### src/rtl/key_conditioner.sv
// ---------------------------------------------------------------------------
// key_conditioner
//
// Turns raw active-low push-button inputs into clean, debounced events for the
// stopwatch control. Every key is handled by its own independent slice:
//   - 2-flop synchroniser (s1 -> s2) to tame the asynchronous button line
//   - 4-state debounce FSM (RELEASED / PRESS_WAIT / PRESSED / RELEASE_WAIT)
//   - long-press detector that fires at most once per accepted press
//   - registered debounced level
//
// Parameters:
//   NUM_KEYS        number of keys; bit i of every vector belongs to key i
//   DEBOUNCE_CYCLES consecutive stable samples to accept a press/release (>= 2)
//   LONG_CYCLES     cycles after an accepted press until key_long (0 = off)
//   CNT_W           per-key counter width, must hold max(DEBOUNCE, LONG)
//
// Ports:
//   clk          in   single clock, everything on the rising edge
//   reset        in   synchronous active-high reset
//   key_n_in     in   [NUM_KEYS] raw buttons, 0 = pressed
//   key_level    out  [NUM_KEYS] debounced state, 1 = pressed
//   key_press    out  [NUM_KEYS] one-cycle pulse per accepted press
//   key_release  out  [NUM_KEYS] one-cycle pulse per accepted release
//   key_long     out  [NUM_KEYS] one-cycle pulse, at most once per press
// ---------------------------------------------------------------------------
module key_conditioner #(
    parameter int NUM_KEYS        = 3,
    parameter int DEBOUNCE_CYCLES = 5000000,
    parameter int LONG_CYCLES     = 100000000,
    parameter int CNT_W           = 32
) (
    input  logic                clk,
    input  logic                reset,
    input  logic [NUM_KEYS-1:0] key_n_in,
    output logic [NUM_KEYS-1:0] key_level,
    output logic [NUM_KEYS-1:0] key_press,
    output logic [NUM_KEYS-1:0] key_release,
    output logic [NUM_KEYS-1:0] key_long
);

    typedef enum logic [1:0] {
        ST_RELEASED     = 2'd0,
        ST_PRESS_WAIT   = 2'd1,
        ST_PRESSED      = 2'd2,
        ST_RELEASE_WAIT = 2'd3
    } state_t;

    // Compare values are precomputed at full counter width so the per-key
    // comparisons are plain equality checks.
    localparam logic [CNT_W-1:0] DEB_LAST  = CNT_W'(DEBOUNCE_CYCLES - 1);
    localparam logic [CNT_W-1:0] LONG_LAST = (LONG_CYCLES > 0) ? CNT_W'(LONG_CYCLES - 1)
                                                               : {CNT_W{1'b0}};
    localparam logic [CNT_W-1:0] CNT_ONE   = {{(CNT_W-1){1'b0}}, 1'b1};
    localparam bit               LONG_EN   = (LONG_CYCLES != 0);

    genvar gi;
    generate
        for (gi = 0; gi < NUM_KEYS; gi++) begin : g_key
            logic             r_s1;
            logic             r_s2;
            state_t           r_state;
            logic [CNT_W-1:0] r_cnt;
            logic             r_long_done;
            logic             r_level;
            logic             r_press;
            logic             r_release;
            logic             r_long;
            logic             w_p;

            // Synchronised key, 1 = pressed. The FSM looks at nothing else.
            assign w_p = ~r_s2;

            always_ff @(posedge clk) begin
                if (reset) begin
                    r_s1        <= 1'b1;
                    r_s2        <= 1'b1;
                    r_state     <= ST_RELEASED;
                    r_cnt       <= {CNT_W{1'b0}};
                    r_long_done <= 1'b0;
                    r_level     <= 1'b0;
                    r_press     <= 1'b0;
                    r_release   <= 1'b0;
                    r_long      <= 1'b0;
                end else begin
                    r_s1      <= key_n_in[gi];
                    r_s2      <= r_s1;

                    // Event outputs are single-cycle strobes.
                    r_press   <= 1'b0;
                    r_release <= 1'b0;
                    r_long    <= 1'b0;

                    // The level only changes on the two accepting transitions;
                    // every other transition stays inside the "released" pair
                    // (RELEASED/PRESS_WAIT) or the "pressed" pair
                    // (PRESSED/RELEASE_WAIT), so holding it is correct.
                    case (r_state)
                        ST_RELEASED: begin
                            if (w_p) begin
                                r_state <= ST_PRESS_WAIT;
                                r_cnt   <= CNT_ONE;
                            end else begin
                                r_cnt   <= {CNT_W{1'b0}};
                            end
                        end

                        ST_PRESS_WAIT: begin
                            if (!w_p) begin
                                // A bounce throws away the partial debounce.
                                r_state <= ST_RELEASED;
                                r_cnt   <= {CNT_W{1'b0}};
                            end else if (r_cnt == DEB_LAST) begin
                                r_state <= ST_PRESSED;
                                r_cnt   <= {CNT_W{1'b0}};
                                r_press <= 1'b1;
                                r_level <= 1'b1;
                            end else begin
                                r_cnt   <= r_cnt + CNT_ONE;
                            end
                        end

                        ST_PRESSED: begin
                            if (!w_p) begin
                                r_state <= ST_RELEASE_WAIT;
                                r_cnt   <= CNT_ONE;
                            end else if (LONG_EN && !r_long_done && (r_cnt == LONG_LAST)) begin
                                // Counter freezes here; long_done blocks refiring.
                                r_long      <= 1'b1;
                                r_long_done <= 1'b1;
                            end else if (LONG_EN && !r_long_done) begin
                                r_cnt <= r_cnt + CNT_ONE;
                            end
                            // With long-press disabled the counter simply rests
                            // at zero so it can never wrap.
                        end

                        ST_RELEASE_WAIT: begin
                            if (w_p) begin
                                // Release bounce: back to held, long_done kept
                                // so the same physical press cannot fire twice.
                                r_state <= ST_PRESSED;
                                r_cnt   <= {CNT_W{1'b0}};
                            end else if (r_cnt == DEB_LAST) begin
                                r_state     <= ST_RELEASED;
                                r_cnt       <= {CNT_W{1'b0}};
                                r_long_done <= 1'b0;
                                r_release   <= 1'b1;
                                r_level     <= 1'b0;
                            end else begin
                                r_cnt <= r_cnt + CNT_ONE;
                            end
                        end

                        default: begin
                            r_state <= ST_RELEASED;
                            r_cnt   <= {CNT_W{1'b0}};
                            r_level <= 1'b0;
                        end
                    endcase
                end
            end

            assign key_level[gi]   = r_level;
            assign key_press[gi]   = r_press;
            assign key_release[gi] = r_release;
            assign key_long[gi]    = r_long;
        end
    endgenerate

endmodule
### config.mk
export PLATFORM = sky130hd
export DESIGN_NAME = key_conditioner
export DESIGN_NICKNAME = d
export VERILOG_FILES = /design/src/rtl/key_conditioner.sv
export SDC_FILE = /design/constraint.sdc
export NUM_CORES = 1
export LEC_CHECK = 0
export BUFFER_PORTS_ARGS = -buffer_cell sky130_fd_sc_hd__buf_2
export CORE_ASPECT_RATIO = 1.25
export CORE_MARGIN = 10
export CORE_UTILIZATION = 50
export DETAILED_ROUTE_END_ITERATION = 7
export PLACE_DENSITY = 0.68
export SYNTH_ARGS = -nofsm -noshare
export SYNTH_HDL_FRONTEND = slang
export SYNTH_SLANG_ARGS = --single-unit
### constraint.sdc
create_clock -name clk -period 4.4 [get_ports clk]
set_input_delay 0.44 -clock clk [delete_from_list [all_inputs] [get_ports clk]]
set_output_delay 0.44 -clock clk [all_outputs]
set_load 0.02 [all_outputs]
* Word level (Yosys, flattened, before mapping)
Index checks and enable logic that the tools add are counted.
** Word-level totals
- Flip-flop bits (word level) :: 123
- Bits of input ports :: 5
- Output and inout port bits :: 12
- Logic and storage cells :: 204
** Cells by class
- Reduce and logical (&&, ||, !) cells :: 36
- Bitwise logic cells :: 12
- Add/sub/neg operators :: 3
- Muxes and demuxes :: 75
- Eq/ne operators :: 51
** Operators with widths (number)
- $mux W32 :: 18
- $pmux W32 S4 :: 3
- $add A32 B1 Y32 const B :: 3
- $eq A32 B23 Y1 const B :: 3
- $eq A32 B27 Y1 const B :: 3
- $ne A2 B2 Y1 const B :: 24
- $mux W2 :: 18
- $ne A3 B3 Y1 const B :: 12
- $reduce_and A5 Y1 :: 6
- $mux W1 :: 27
- $reduce_or A3 Y1 :: 9
- $pmux W2 S4 :: 3
- $eq A2 B2 Y1 const B :: 6
- $not A1 Y1 :: 12
- $pmux W1 S2 :: 6
- $reduce_and A4 Y1 :: 3
- $reduce_bool A2 Y1 :: 6
- $eq A2 B1 Y1 const B :: 3
- $logic_not A2 Y1 :: 3
- $reduce_and A2 Y1 :: 3
- $logic_and A1 B1 Y1 :: 3
- $logic_not A1 Y1 :: 3

* Longest topological paths before layout
- Word-level depth :: 5
- Gate-level depth with buffers :: 9
- Depth with buffers taken out :: 7

* Worst setup path after synthesis
Ideal clock, no wire load.
- Kind :: register to register
- From :: register g_key[0].r_cnt[0]
- To :: register g_key[0].r_cnt[10]
- Data required time :: 4283 ps
- Slack :: 2336 ps
- Cell stages (with the launch flop) :: 10
- Clock period less this slack :: 2064 ps
- Arrival time :: 1947 ps
- Setup time :: 117 ps
- Buffers on the path :: 2
- Cell sequence :: dfxtp_1 > ha_1 > nor4bb_1 > nand4_1 > or4_1 > a21oi_1 > or2_1 > clkbuf_1 > buf_2 > nor2_1
** Between the ends
- Longest elaborated chain between the ends :: 5
- Elaborated cells on any way between the ends :: 13
- Those cells by class :: 1 x add/sub; 3 x eq/ne; 7 x mux; 2 x reduce/logical
** RTL lines
- start, declared :: RTL line 62 : logic [CNT_W-1:0] r_cnt;
- start signal, assigned :: RTL line 78 : r_cnt <= {CNT_W{1'b0}};
- start signal, assigned :: RTL line 103 : r_cnt <= {CNT_W{1'b0}};
- start signal, assigned :: RTL line 111 : r_cnt <= {CNT_W{1'b0}};
- $add A32 B1 Y32 :: RTL line 118, 131, 150
- $mux W32 :: RTL line 130 : end else if (LONG_EN && !r_long_done) begin
- $mux W32 :: RTL line 126 : end else if (LONG_EN && !r_long_done && (r_cnt == LONG_LAST)) begin
- $mux W32 :: RTL line 123 : if (!w_p) begin
- $pmux W32 S4 :: RTL line 97 : case (r_state)
Parallel ways exist; a longest one is shown, timed or not. The select of a mux whose other input is x is not followed.
A chain may end at the register's enable or synchronous reset.

* Worst setup path after layout
- From :: register g_key[0].r_cnt[0]
- To :: register g_key[0].r_cnt[8]
The elaborated chain is that of the path after synthesis.

==> out/qor.csv <==
metric;value;unit
clk_lat worst skew;0.41;ns
CP bufs+invs;0;
Layout Area Growth over Synthesis;11.7;%
CP Max Fanout;31;
wire per inst;14.1;um
required time at the worst-slack endpoint;4.65;ns
Max-Cap Viols;0;
CP Launch Type;flip-flop;
dpl cell area;0.00613;mm2
Post-CTS Repair Setup Buffers;0;
CP max stage cell;or2_1;
Die W;118;um
leading area contributor after synthesis;dfxtp_1;
H-tree lvl count;4;
leakage dissipation;2.19;nW
Die Y-Extent;143;um
setup TNS;0;ns
Post-Layout Cell Count;894;
Final GP Congestion;0.870;
leading cell type in the layout, fill and taps excluded;nor2_1;
FFs w/ async S/R, synth;0;%
number of DRC markers in iteration 0;325;
Worst VDD drop;0.206;mV
Storage cell area;0.00246;mm2
port bufs;16;
most frequent cells in the layout;131 x nor2_1, 123 x dfxtp_1, 56 x nand2_1;
RSZ-0062 raised after global routing;no;
outcome;completed;
Post-Synthesis Cells;718;
final WL;12.6;mm
PwrDens;383;mW/mm2
met1 wire length;5.75;mm
core box area;0.0117;mm2
pin count of the biggest net entering global routing;35;
# IOs;17;
final hold viol count;0;
Finished Cell Area;0.00673;mm2
final worst path period share;65.5;%
Max Used Layer;met4;
Fillers;1060;
Worst Tran Pin Value;1.25;ns
Net count, final;729;
Min Hold Slack;0.212;ns
Yosys cell types;58;
Starting Density;51.4;%
setup ws final;1.52;ns
Synth Net Count;726;
drt first pass iters;4;
CTS buffer count;17;
clk slew on worst S/H paths;0.05;ns
register area share after synthesis;40.8;%
Post-CTS Resized;0;
critical path, cell by cell;ha_1 > nor4bb_1 > nand4_1 > or4_1 > a21oi_1 > or2_1 > nor3_1;
Critical Path End Type;flip-flop;
crit path kind;flip-flop to flip-flop;
CP top delay family;simple AND/OR/NAND/NOR gates;
overall routing resource usage;15.4;%
hpwl dp;8.70;mm
Fin Clk Skew;0.00679;ns
Root Driver;clkbuf_16;
final setup vio count;0;
Synth Cell Area;0.00603;mm2
hold_buf cts;0;
FMAX;347;MHz
Avg Inst Size Synth;8.40;um2
clk buf depth;2;
remaining global-route overflow;0;
clock period minus worst slack;2.88;ns
Cell Rows;44;
Antenna Cells;0;
die area;0.0169;mm2
CTS tree;done;
Vias;5018;
Routed Antenna Nets;0;
layout cells sized above 1;9.00;%
clk sinks;123;
Final Max Slew Viols;0;
metal2 WL;6.11;mm
worst slack, placed;1.50;ns
largest cells by area after synthesis;dfxtp_1 41%, nor2_1 8.2%, xnor2_1 7.0%, xor2_1 5.4%, nand2_1 3.5%;
vias per cell;5.61;
EDFF count, synth;0;
max incr delay on CP;0.82;ns
drt drc;0;
Post-Place Cells;863;
vias in the first global route;4819;
hold crit path type;primary input to flip-flop;
top-area cell type share of the netlist area;40.8;%
Data arrival, critical path;3.13;ns
area of the multi-input gates;0.00334;mm2
first-pass GRT wire length;22.2;mm
initial antenna violation count;0;
YS warnings;0;
met3 routed WL;629;um
FF+latch count, synth;123;
Slew Limit Headroom;16.6;%
Synth Flop Type;dfxtp_1;
==> power breakdown <==
group / leakage (nW) / internal [mW] / switching (mW)
Combinational: 0.900 / 0.0114 / 0.0164
Clock: 0.296 / 0.944 / 0.474
Sequential: 0.993 / 1.12 / 0.00716
Total: 2.19 / 2.08 / 0.498
==> cells in the mapped netlist (9+ instances only) <==
master and instances:
a21oi_1 14, and2_1 12, and3_1 24, and4_1 14, buf_2 10, buf_4 12
dfxtp_1 123, inv_1 11, nand2_1 56, nand3_1 39, nand4_1 25, nor2_1 131
nor3_1 31, nor3b_1 12, nor4_1 17, o21ai_0 9, xnor2_1 48, xor2_1 37
==> cells by family after synthesis <==
kind of cell / share of synthesized area (%)
mux: 0.664
compound gates: 4.11
fa+ha+maj: 0.623
simple gates: 37.6
xor+xnor: 12.3
flops: 40.8
buf+inv: 3.78
==> metrics by stage <==
step | power [mW] | util, %
CTS | 2.60 | 57.4
finish | 2.58 | 57.4
global route | 2.66 | 57.4
floorplan | 1.17 | -
detailed placement | 1.18 | 52.3
global placement | 1.18 | 52.3
==> worst paths after layout <==
| kind | from | end | slack (ns) | cells past startpoint |
|---|---|---|---|---|
| max reg2reg | g_key[0].r_cnt[0] | g_key[0].r_cnt[8] | 1.52 | 7 |
| max | g_key[0].r_cnt[0] | g_key[0].r_cnt[8] | 1.52 | 7 |
| min reg2reg | g_key[0].r_s1 | g_key[0].r_s2 | 0.40 | 1 |
| min | key_n_in[2] | g_key[2].r_s1 | 0.21 | 2 |
==> state kept, by name (all words and copies together), names as in the netlist, named ones only <==
name               count
g_key.r_level          3
g_key.r_state          3
g_key.r_release        3
g_key.r_cnt           96
g_key.r_press          3
g_key.r_s2             3
g_key.r_s1             3
g_key.r_long           3
g_key.r_long_done      3
==> per-layer routing <==
layer,GRT usage (%),up-vias
met5,0,-
met4,6.32,0
met3,4.14,13
met2,25.5,126
met1,18.6,2373
li1,-,2506
==> area by class of cell <==
| cell class | instances | share of cell area, % |
|---|---|---|
| clock buffer | 24 | 7.30 |
| clock inverter | 7 | 1.67 |
| inverter | 11 | 0.613 |
| multi-input combinational | 552 | 49.6 |
| sequential | 123 | 36.6 |
| tap | 161 | 2.99 |
| timing repair buffer | 16 | 1.19 |
No activity file was read; power rests on OpenSTA's default activity.
